$ cat config.mk
export PLATFORM = sky130hd
export DESIGN_NAME = irq_capture_arb
export DESIGN_NICKNAME = d
export VERILOG_FILES = /design/src/rtl/irq_capture_arb.sv
export SDC_FILE = /design/constraint.sdc
export NUM_CORES = 1
export LEC_CHECK = 0
export BUFFER_PORTS_ARGS = -buffer_cell sky130_fd_sc_hd__buf_2
export CORE_MARGIN = 1.5
export CORE_UTILIZATION = 40
export CTS_BUF_LIST = sky130_fd_sc_hd__clkbuf_2 sky130_fd_sc_hd__clkbuf_4 sky130_fd_sc_hd__clkbuf_8
export CTS_CLUSTER_DIAMETER = 100
export DETAILED_ROUTE_END_ITERATION = 6
export PLACE_DENSITY_LB_ADDON = 0.1
export REMOVE_ABC_BUFFERS = 1
export SLEW_MARGIN = 40
export SYNTH_ARGS = -nofsm -noshare
export SYNTH_HDL_FRONTEND = slang
export SYNTH_SLANG_ARGS = --single-unit
export TNS_END_PERCENT = 20
$ cat constraint.sdc
create_clock -name clk -period 1.3 [get_ports clk]
set_clock_uncertainty 0.1 [all_clocks]
set_input_delay 0.13 -clock clk [delete_from_list [all_inputs] [get_ports clk]]
set_output_delay 0.13 -clock clk [all_outputs]
set_load 0.02 [all_outputs]
$ cat src/rtl/irq_capture_arb.sv
// irq_capture_arb: synchronises raw IRQ lines and captures edges or follows levels per source.
// It masks the pending sources and offers the lowest-index one as a registered request.
// An ack/EOI handshake holds the offered cause stable until firmware retires it.
//   clk, rst        clock, synchronous active-high reset
//   irq_in          raw asynchronous lines (bit 0 DIO1 -> cause 16, bit 1 timer -> cause 17)
//   irq_edge_mode   per source: 1 rising-edge captured, 0 level-following
//   irq_enable      per-source mask
//   clr_valid/idx   one-cycle clear of an edge-captured pending bit
//   irq_ack/eoi     trap taken / ISR complete pulses
//   pending         pending vector
//   irq_req/cause   registered request and cause to the CPU
//   in_service      high between ack and EOI
module irq_capture_arb #(
    parameter int NUM_IRQ = 4,
    parameter int BASE_CAUSE = 16,
    parameter int SYNC_STAGES = 2,
    localparam int IW = (NUM_IRQ > 1) ? $clog2(NUM_IRQ) : 1
) (
    input  logic               clk,
    input  logic               rst,
    input  logic [NUM_IRQ-1:0] irq_in,
    input  logic [NUM_IRQ-1:0] irq_edge_mode,
    input  logic [NUM_IRQ-1:0] irq_enable,
    input  logic               clr_valid,
    input  logic [IW-1:0]      clr_idx,
    input  logic               irq_ack,
    input  logic               irq_eoi,
    output logic [NUM_IRQ-1:0] pending,
    output logic               irq_req,
    output logic [4:0]         irq_cause,
    output logic               in_service
);
    typedef enum logic {IDLE, SERVICE} state_t;
    state_t state, state_n;
    logic [NUM_IRQ-1:0] sync_q [SYNC_STAGES];
    logic [SYNC_STAGES-1:0] fill;
    logic [NUM_IRQ-1:0] sync, prev, armed, rise, edge_q, clr_hit, eligible;
    logic [4:0] win_cause;
    logic take;

    assign sync = sync_q[SYNC_STAGES-1];
    // a line only produces edges after it has been seen low in a real post-reset sample,
    // so a line already high at reset release is not mistaken for a fresh edge
    assign rise = sync & ~prev & armed;
    assign pending = (irq_edge_mode & edge_q) | (~irq_edge_mode & sync);
    assign eligible = pending & irq_enable;
    assign in_service = state == SERVICE;
    assign take = ~in_service & irq_ack & irq_req;

    always_comb begin
        clr_hit = '0;
        win_cause = 5'(BASE_CAUSE);
        for (int i = NUM_IRQ - 1; i >= 0; i--) begin
            if (clr_valid && int'(clr_idx) == i) clr_hit[i] = 1'b1;
            if (eligible[i]) win_cause = 5'(BASE_CAUSE + i);
        end
    end

    always_comb state_n = in_service ? (irq_eoi ? IDLE : SERVICE) : (take ? SERVICE : IDLE);

    always_ff @(posedge clk) begin
        if (rst) begin
            for (int s = 0; s < SYNC_STAGES; s++) sync_q[s] <= '0;
            fill <= '0;
            prev <= '0;
            armed <= '0;
            edge_q <= '0;
            state <= IDLE;
            irq_req <= 1'b0;
            irq_cause <= '0;
        end else begin
            sync_q[0] <= irq_in;
            for (int s = 1; s < SYNC_STAGES; s++) sync_q[s] <= sync_q[s-1];
            // fill marks when the chain output holds a real sample rather than reset zeros
            fill <= {fill[SYNC_STAGES-2:0], 1'b1};
            prev <= sync;
            armed <= armed | (~sync & {NUM_IRQ{fill[SYNC_STAGES-1]}});
            // set beats clear; leaving edge mode discards any captured edge
            edge_q <= irq_edge_mode & (rise | (edge_q & ~clr_hit));
            state <= state_n;
            // the accepting ack cycle suppresses the request and freezes the cause
            irq_req <= |eligible & ~in_service & ~take;
            if (|eligible && !in_service && !take) irq_cause <= win_cause;
        end
    end
endmodule

-- After elaboration in Yosys (flattened, before gate mapping)
Memory sizes are Yosys's and may differ from the RTL's.
Index checks and enable logic that the tools add are counted.
- bits in read-only memories: 0
- register bits after elaboration: 21
- latch bits: 0
- logic and storage cells: 62
- bits in writable memories: 8
- memories: 1
- output and inout port bits: 11
- memory list (memory ; depth ; width ; read ports ; clocked after Yosys merged registers in ; write ports ; RTL line ; text):
    sync_q ; 2 ; 4 ; 2 ; 0 ; 2 ; 35 ; logic [NUM_IRQ-1:0] sync_q [SYNC_STAGES];
- add/sub/neg operators: 0
- $mul: 0
- reductions and logical operators: 10
- shift operators: 0
- equal/unequal tests: 3
- order comparisons: 0
- div/mod/pow operators: 0
- muxes and demuxes: 17
- bitwise operators: 23
- operators by type and width (operator ; count):
    4-bit bitwise AND ; 8
    4-bit inverter ; 4
    5-bit two-way mux ; 3
    4-bit OR ; 3
    1-bit two-way mux ; 11
    4-bit two-way mux ; 2
    1-bit logical AND ; 6
    1-bit bitwise AND ; 4
    2-bit == test (second input constant) ; 2
    4-bit OR reduction ; 1
    2-bit by 1-bit == test with 1-bit output (second input constant) ; 1
    1-bit zero test ; 2
    2-bit zero test ; 1
    2-bit two-way mux ; 1
    1-bit inverter ; 2
    1-bit OR ; 2

-- Longest topological paths before layout
Gate-level depths: netlist of the first run.
- depth after elaboration: 8
- depth in mapped cells: 4

-- Worst setup path before layout of the first run
Ideal clock, no wire load.
- kind: register to register
- start point: mem sync_q[1][3], in the netlist sync_q[0][7]
- end point: reg irq_cause[0]
- stages on the path, launching flop included: 5
- slack: -0.043 ns
- arrival: 1.120 ns
- clock period less this slack: 1.343 ns
- required time: 1.077 ns
- cell sequence: dfxtp_1 mux2_4 a22o_1 o211ai_2 o21ai_1
- RTL lines (item ; RTL line ; text):
    from (decl) ; 35 ;
    to (signal assigned) ; 83 ; if (|eligible && !in_service && !take) irq_cause <= win_cause;
    to (decl) ; 30 ; output logic [4:0] irq_cause,

==> impl_metrics.toml, run 1 <==
[sta]
slew_violations = 0
timing.final.crit_period_ns = 1.42
fin_hold_ws_ns = -0.00195
rsz_0062_raised_after_global_routing = "true"
setup_ws_ns = -0.118
finalSetupTns_ns = -0.207
hold_violations = 1
fmax_mhz = 705
final.period_utilization = 1.09
timing.final.setup_violations = 5

[critical_path]
critical_path.max_fanout = 2
arrival_ns = 1.19
setup.worst_path.start_class = "register"
r2r_setup_slack_ns = -0.03
crit-reg2reg-launch = "sync_q[0][7]"
crit_path_cell_trace = "mux2_4 -> buf_6 -> buf_6"
worst-path-buf-inv = 2
cell_seen_most_often_among_critical_path_stages = "buf_6"
rr_endpoint = "irq_cause[0]"
cpLargestDelayFamily = "flip-flops"
slowest_stage = "dfxtp_2"
endpoint_kind = "primary output"
worstSetupPathType = "register to primary output"
ff2ff_path_depth = 4
required_ns = 1.07
critPathMaxStageDelay_ns = 0.35

[floorplanning]
core_region_area_um2 = 2230
design.die.area_um2 = 2690
placement_rows = 17
die_h_um = 51.8
start_util = 0.427
pin_count = 30
fp.dieW_um = 51.8

[route]
dr_total_vias = 788
ant_nets = 0
wirelength_um = 1850
avgViaCountPerCell = 4.61
drcViolationCount = 0
initialDrtViolationCount = 7
wire_per_inst_um = 10.8
firstDrtPassIters = 4

[outcome]
failed_checks = "hold timing, setup timing"
status = "finished with violations"

[synth]
yosysWarningCount = 0
synth-adder-area-share = 0
synth_top_family_by_area = "simple AND/OR/NAND/NOR gates"
synth_compound_gate_area_share = 0.143
syn_area_per_cell_um2 = 9.53
synthesis.instances = 100
synth_top_flop_cell = "dfxtp_1"
number_of_enable_type_register_cells_in_the_synthesized_netlist = 0
synth-xor-area-share = 0
postSynth.asyncResetShare = 0
muxShareOfSynthArea = 0.0538
synthesized_cell_area_um2 = 953
synth.yosys.seq_area_share = 0.567
yosys_register_bits = 27
synthSimpleGateAreaFrac = 0.169
synth_cell_types = 25

[hold_path]
min_delay_worst_endpoint = "irq_cause[0]"
min_from = "irq_enable[0]"
worst_hold_path_type = "input pin to register"
number_of_cells_on_the_worst_hold_path = 4

[clocking]
cts_tree = "built"
cts.reportedPaths.clkPinSlew_ns = 0.14
cts-root-to-sink-buffers = 2
clock-sinks = 27
clock_insertion_delay_worst_skew_ns = 0.32
cts_buf_count = 3
clock_tree.root_cell = "clkbuf_4"
cts_htree_levels = 1

[finish]
flow.area_growth_from_synthesis_pct = 37.1
final_util = 0.585
number_of_diodes = 0
layout-drive-gt1-share = 0.315
layout.nets = 163
fill_cells = 207

[pwr]
power.net_switching_uw = 341
clock_power_share = 0.250
p_sw_frac = 0.242
power.combinational.fraction = 0.125
irDropWorstVdd_uv = 680
internal_power_uw = 1070
total_power_divided_by_cell_area_nw_per_um2 = 1080
static-leakage-power_uw = 0.000605
seqPwrFrac = 0.625

[place]
buffer_ports.inserted = 27
gpl.final_weighted_congestion = 0.715
detailedPlacementHpwl_um = 1380

[grt]
grt_first_pass_wirelength_um = 2990
grt_start_max_net_pins = 16
overall_global_routing_usage = 0.152
first_global_vias = 733
grt_antenna_before_repair = 0
grt-ovfl-total = 0

[run]
cap_violations = 0
==> worst max-delay path by stage <==
stage / start / endpoint / slack, ns / cells after the start
2_1_floorplan: sync_q[0][7] / irq_cause[0] / -0.04 / 4
3_3_place_gp: sync_q[0][7] / irq_cause[0] / -0.01 / 4
3_5_place_dp: sync_q[0][7] / irq_cause[0] / -0.05 / 4
4_1_cts: sync_q[0][4] / pending[0] / -0.13 / 3
5_1_grt: sync_q[0][4] / pending[0] / -0.16 / 3
6_report: sync_q[0][4] / pending[0] / -0.12 / 3
==> kinds of logic after synthesis <==
kind of cell | Yosys count
simple gates | 32
flops | 27
compound gates | 22
buf+inv | 14
mux | 4
other cells | 1
==> power by group through the flow <==
stage / logic, uW / clock network, uW / registers (uW)
floorplan: 63.0 / 0 / 908
global placement: 145 / 0 / 899
detailed placement: 146 / 0 / 900
CTS: 175 / 361 / 883
global route: 195 / 392 / 887
finish: 177 / 353 / 883
==> layout by cell type, fill, tap and decap left out, types with 2 or more instances in the layout <==
cell / n
nor2b_1: 9
a21oi_1: 7
clkbuf_4: 3
dfxtp_2: 4
buf_2: 25
and3_1: 3
buf_4: 4
buf_6: 3
o21ai_1: 2
conb_1: 2
o21ai_0: 6
a211oi_1: 2
nand2_1: 8
dfxtp_1: 23
nor2_1: 8
mux2_4: 3
dlygate4sd3_1: 10
inv_1: 10
==> what timing repair did <==
action / 4_1_cts / 5_1_grt
cloned: 0 / 0
setup endpoints to repair: 7 / 7
resized for setup: 11 / 1
pin swaps: 1 / 0
hold buffers: 9 / 1
endpoints found under the hold margin: 10 / 1
buffers inserted: 0 / 1
==> tightest hold or removal path: stages <==
cell and delay (ns):
buf_2 0.09, nand2_1 0.06, nand2_1 0.05, o21ai_1 0.05
==> cell type report <==
type / count / area [um2] / area share
inverters: 10 / 37.5 / 0.0287
flip-flops and latches: 27 / 546 / 0.417
multi-input cells: 60 / 373 / 0.285
well taps: 28 / 35.0 / 0.0268
repair buffers: 42 / 289 / 0.221
clock inverters: 1 / 5.00 / 0.00383
clock buffers: 3 / 22.5 / 0.0172
==> metal layers <==
metal  vias to the layer above  track usage  routed length (um)
met1                       350        0.175                 903
li1                        411            -                   -
met4                         0       0.0658                  12
met5                         -            0                   0
met2                        25        0.262                 824
met3                         2       0.0402                 108
==> Yosys cell counts (all sizes together) (2+ instances only) <==
master	instances	area (um2)
mux2	3	41.3
o211ai	2	20.0
dfxtp	27	541
inv	10	37.5
and3	3	18.8
nor2b	9	56.3
o21ai	8	40.0
buf	2	15.0
nor2	8	30.0
a211oi	2	15.0
clkbuf	2	7.51
a21oi	7	35.0
nand2	8	30.0
==> per-stage QoR <==
stage	instance area (um2)	worst slack (ns)	cells	hold WS, ns	total power [uW]
2_1_floorplan	935	-0.0429	97	0.0967	971
3_3_place_gp	1130	-0.0140	156	0.216	1040
3_5_place_dp	1130	-0.0498	156	0.222	1050
4_1_cts	1290	-0.126	169	-0.0386	1420
5_1_grt	1310	-0.157	171	0.0229	1470
6_report	1310	-0.118	171	-0.00195	1410
==> flip-flops by register name, indices dropped and copies added (netlist names) <==
name,count
irq_cause,3
irq_req,1
in_service,1
fill,2
sync_q,8
prev,4
edge_q,4
armed,4
Note: power is estimated with default switching activity, not from simulation.
==> inputs of run 2 (changes only) <==
Clock period 1.3 ns to 1.25 ns, I/O delays scaled along.
==> run 2 against run 1 <==
  * The flow finishes with violations (setup timing)
  * Core utilization increased by 0.95 points
  * Critical endpoint unchanged
  * Sequential power grew 4.0%
  * Critical path type unchanged
  * Register-to-register slack got worse by 0.03 ns
==> impl_metrics.toml, run 2 (same netlist as run 1, synthesis figures left out) <==
[critical_path]
r2r_setup_slack_ns = -0.06
rr_endpoint = "irq_cause[4]"
crit_path_cell_trace = "mux2_4 -> buf_6 -> buf_6"
cell_seen_most_often_among_critical_path_stages = "buf_6"
required_ns = 1.02
worstSetupPathType = "register to primary output"
endpoint_kind = "primary output"
worst-path-buf-inv = 2
worst_setup_path_startpoint = "sync_q[0][4]"
slowest_stage = "dfxtp_2"
crit-reg2reg-launch = "sync_q[0][7]"
critical_path.max_fanout = 2
crit_cells = 3
cpLargestDelayFamily = "flip-flops"
critPathMaxStageDelay_ns = 0.35
ff2ff_path_depth = 4
setup.worst_path.start_class = "register"
arrival_ns = 1.19

[pwr]
total_power_divided_by_cell_area_nw_per_um2 = 1110
static-leakage-power_uw = 0.000615
irDropWorstVdd_uv = 792

[finish]
fill_cells = 201
final_common_cell = "buf_2"
ff_latch_area_um2 = 546
largest_reg_flops = 8
multi_input_area_um2 = 373
number_of_diodes = 0
layout.nets = 165
layout-drive-gt1-share = 0.317
final_util = 0.595
max_flop_register = "sync_q"
final_cell_mix = "buf_2, dfxtp_1, dlygate4sd3_1"
flow.area_growth_from_synthesis_pct = 39.4
instances_no_fill = 173

[hold_path]
min_from = "clr_idx[0]"
number_of_cells_on_the_worst_hold_path = 3
worst_hold_path_type = "input pin to register"
min_delay_worst_endpoint = "edge_q[2]"

[sta]
fin_hold_ws_ns = 0.0656
finalSetupTns_ns = -0.564
timing.final.setup_violations = 7
hold_violations = 0
final.period_utilization = 1.13
setup_ws_ns = -0.164
rsz_0062_raised_after_global_routing = "true"
slew_violations = 0
fmax_mhz = 707
timing.final.crit_period_ns = 1.41

[grt]
first_global_vias = 783
grt_first_pass_wirelength_um = 3220
grt_antenna_before_repair = 0
grt_start_max_net_pins = 16
overall_global_routing_usage = 0.165
grt-ovfl-total = 0

[clocking]
clock_tree.root_cell = "clkbuf_4"
cts-root-to-sink-buffers = 2
cts_tree = "built"
cts_buf_count = 3
cts_htree_levels = 1
cts.reportedPaths.clkPinSlew_ns = 0.15
clock-sinks = 27
clock_insertion_delay_worst_skew_ns = 0.32

[outcome]
status = "finished with violations"
failed_checks = "setup timing"

[floorplanning]
placement_rows = 17
die_h_um = 51.8
core_region_area_um2 = 2230
pin_count = 30
design.die.area_um2 = 2690
start_util = 0.427
fp.dieW_um = 51.8

[route]
avgViaCountPerCell = 4.62
ant_nets = 0
wirelength_um = 1920
wire_per_inst_um = 11.1
firstDrtPassIters = 4
initialDrtViolationCount = 10
dr_total_vias = 800
drcViolationCount = 0

[place]
buffer_ports.inserted = 27
detailedPlacementHpwl_um = 1420
gpl.final_weighted_congestion = 0.709
placed_cells = 157

[run]
cap_violations = 0
[run 2: area by class of cell]
cell class,count,share of cell area
Multi-Input combinational cell,60,0.281
Clock inverter,1,0.00377
Sequential cell,27,0.411
Clock buffer,3,0.0169
Timing Repair Buffer,44,0.234
Inverter,10,0.0282
Tap cell,28,0.0264
[run 2: power breakdown]
group | switching [uW] | internal (uW)
combinational | 89.3 | 98.3
clock | 250 | 120
sequential | 18.5 | 900
[run 2: routing by layer]
| layer | share of wire | wire length [um] | vias up | GRT usage |
|---|---|---|---|---|
| met5 | 0 | 0 | - | 0 |
| met1 | 0.45 | 872 | 353 | 0.187 |
| li1 | - | - | 416 | - |
| met3 | 0.062 | 118 | 5 | 0.0402 |
| met4 | 0.021 | 40 | 0 | 0.0921 |
| met2 | 0.46 | 885 | 26 | 0.283 |
[run 2: worst max path at each step]
stage | to | slack [ns]
3_3_place_gp | irq_cause[0] | -0.08
4_1_cts | pending[0] | -0.17
2_1_floorplan | irq_cause[0] | -0.09
5_1_grt | pending[0] | -0.21
3_5_place_dp | irq_cause[0] | -0.11
6_report | pending[0] | -0.16
[run 2: what timing repair did]
action                     in CTS  in global routing
hold buffers                   10                  1
hold endpoints to repair       15                  1
buffers inserted                1                  0
cloned                          0                  0
pin swaps                       3                  0
gates resized for setup        12                  1
setup endpoints to repair       8                  8
[run 2: through the flow]
step	area, um2	setup slack [ns]	power, uW
2_1_floorplan	935	-0.0929	1010
3_3_place_gp	1140	-0.0789	1090
3_5_place_dp	1140	-0.113	1090
4_1_cts	1320	-0.172	1490
5_1_grt	1330	-0.207	1560
6_report	1330	-0.164	1480
[run 2: worst reg2reg max path: cells and delay by family (launching register included)]
kind | cells | cell delay [ns]
compound gates | 3 | 0.50
mux | 1 | 0.27
flops | 1 | 0.35
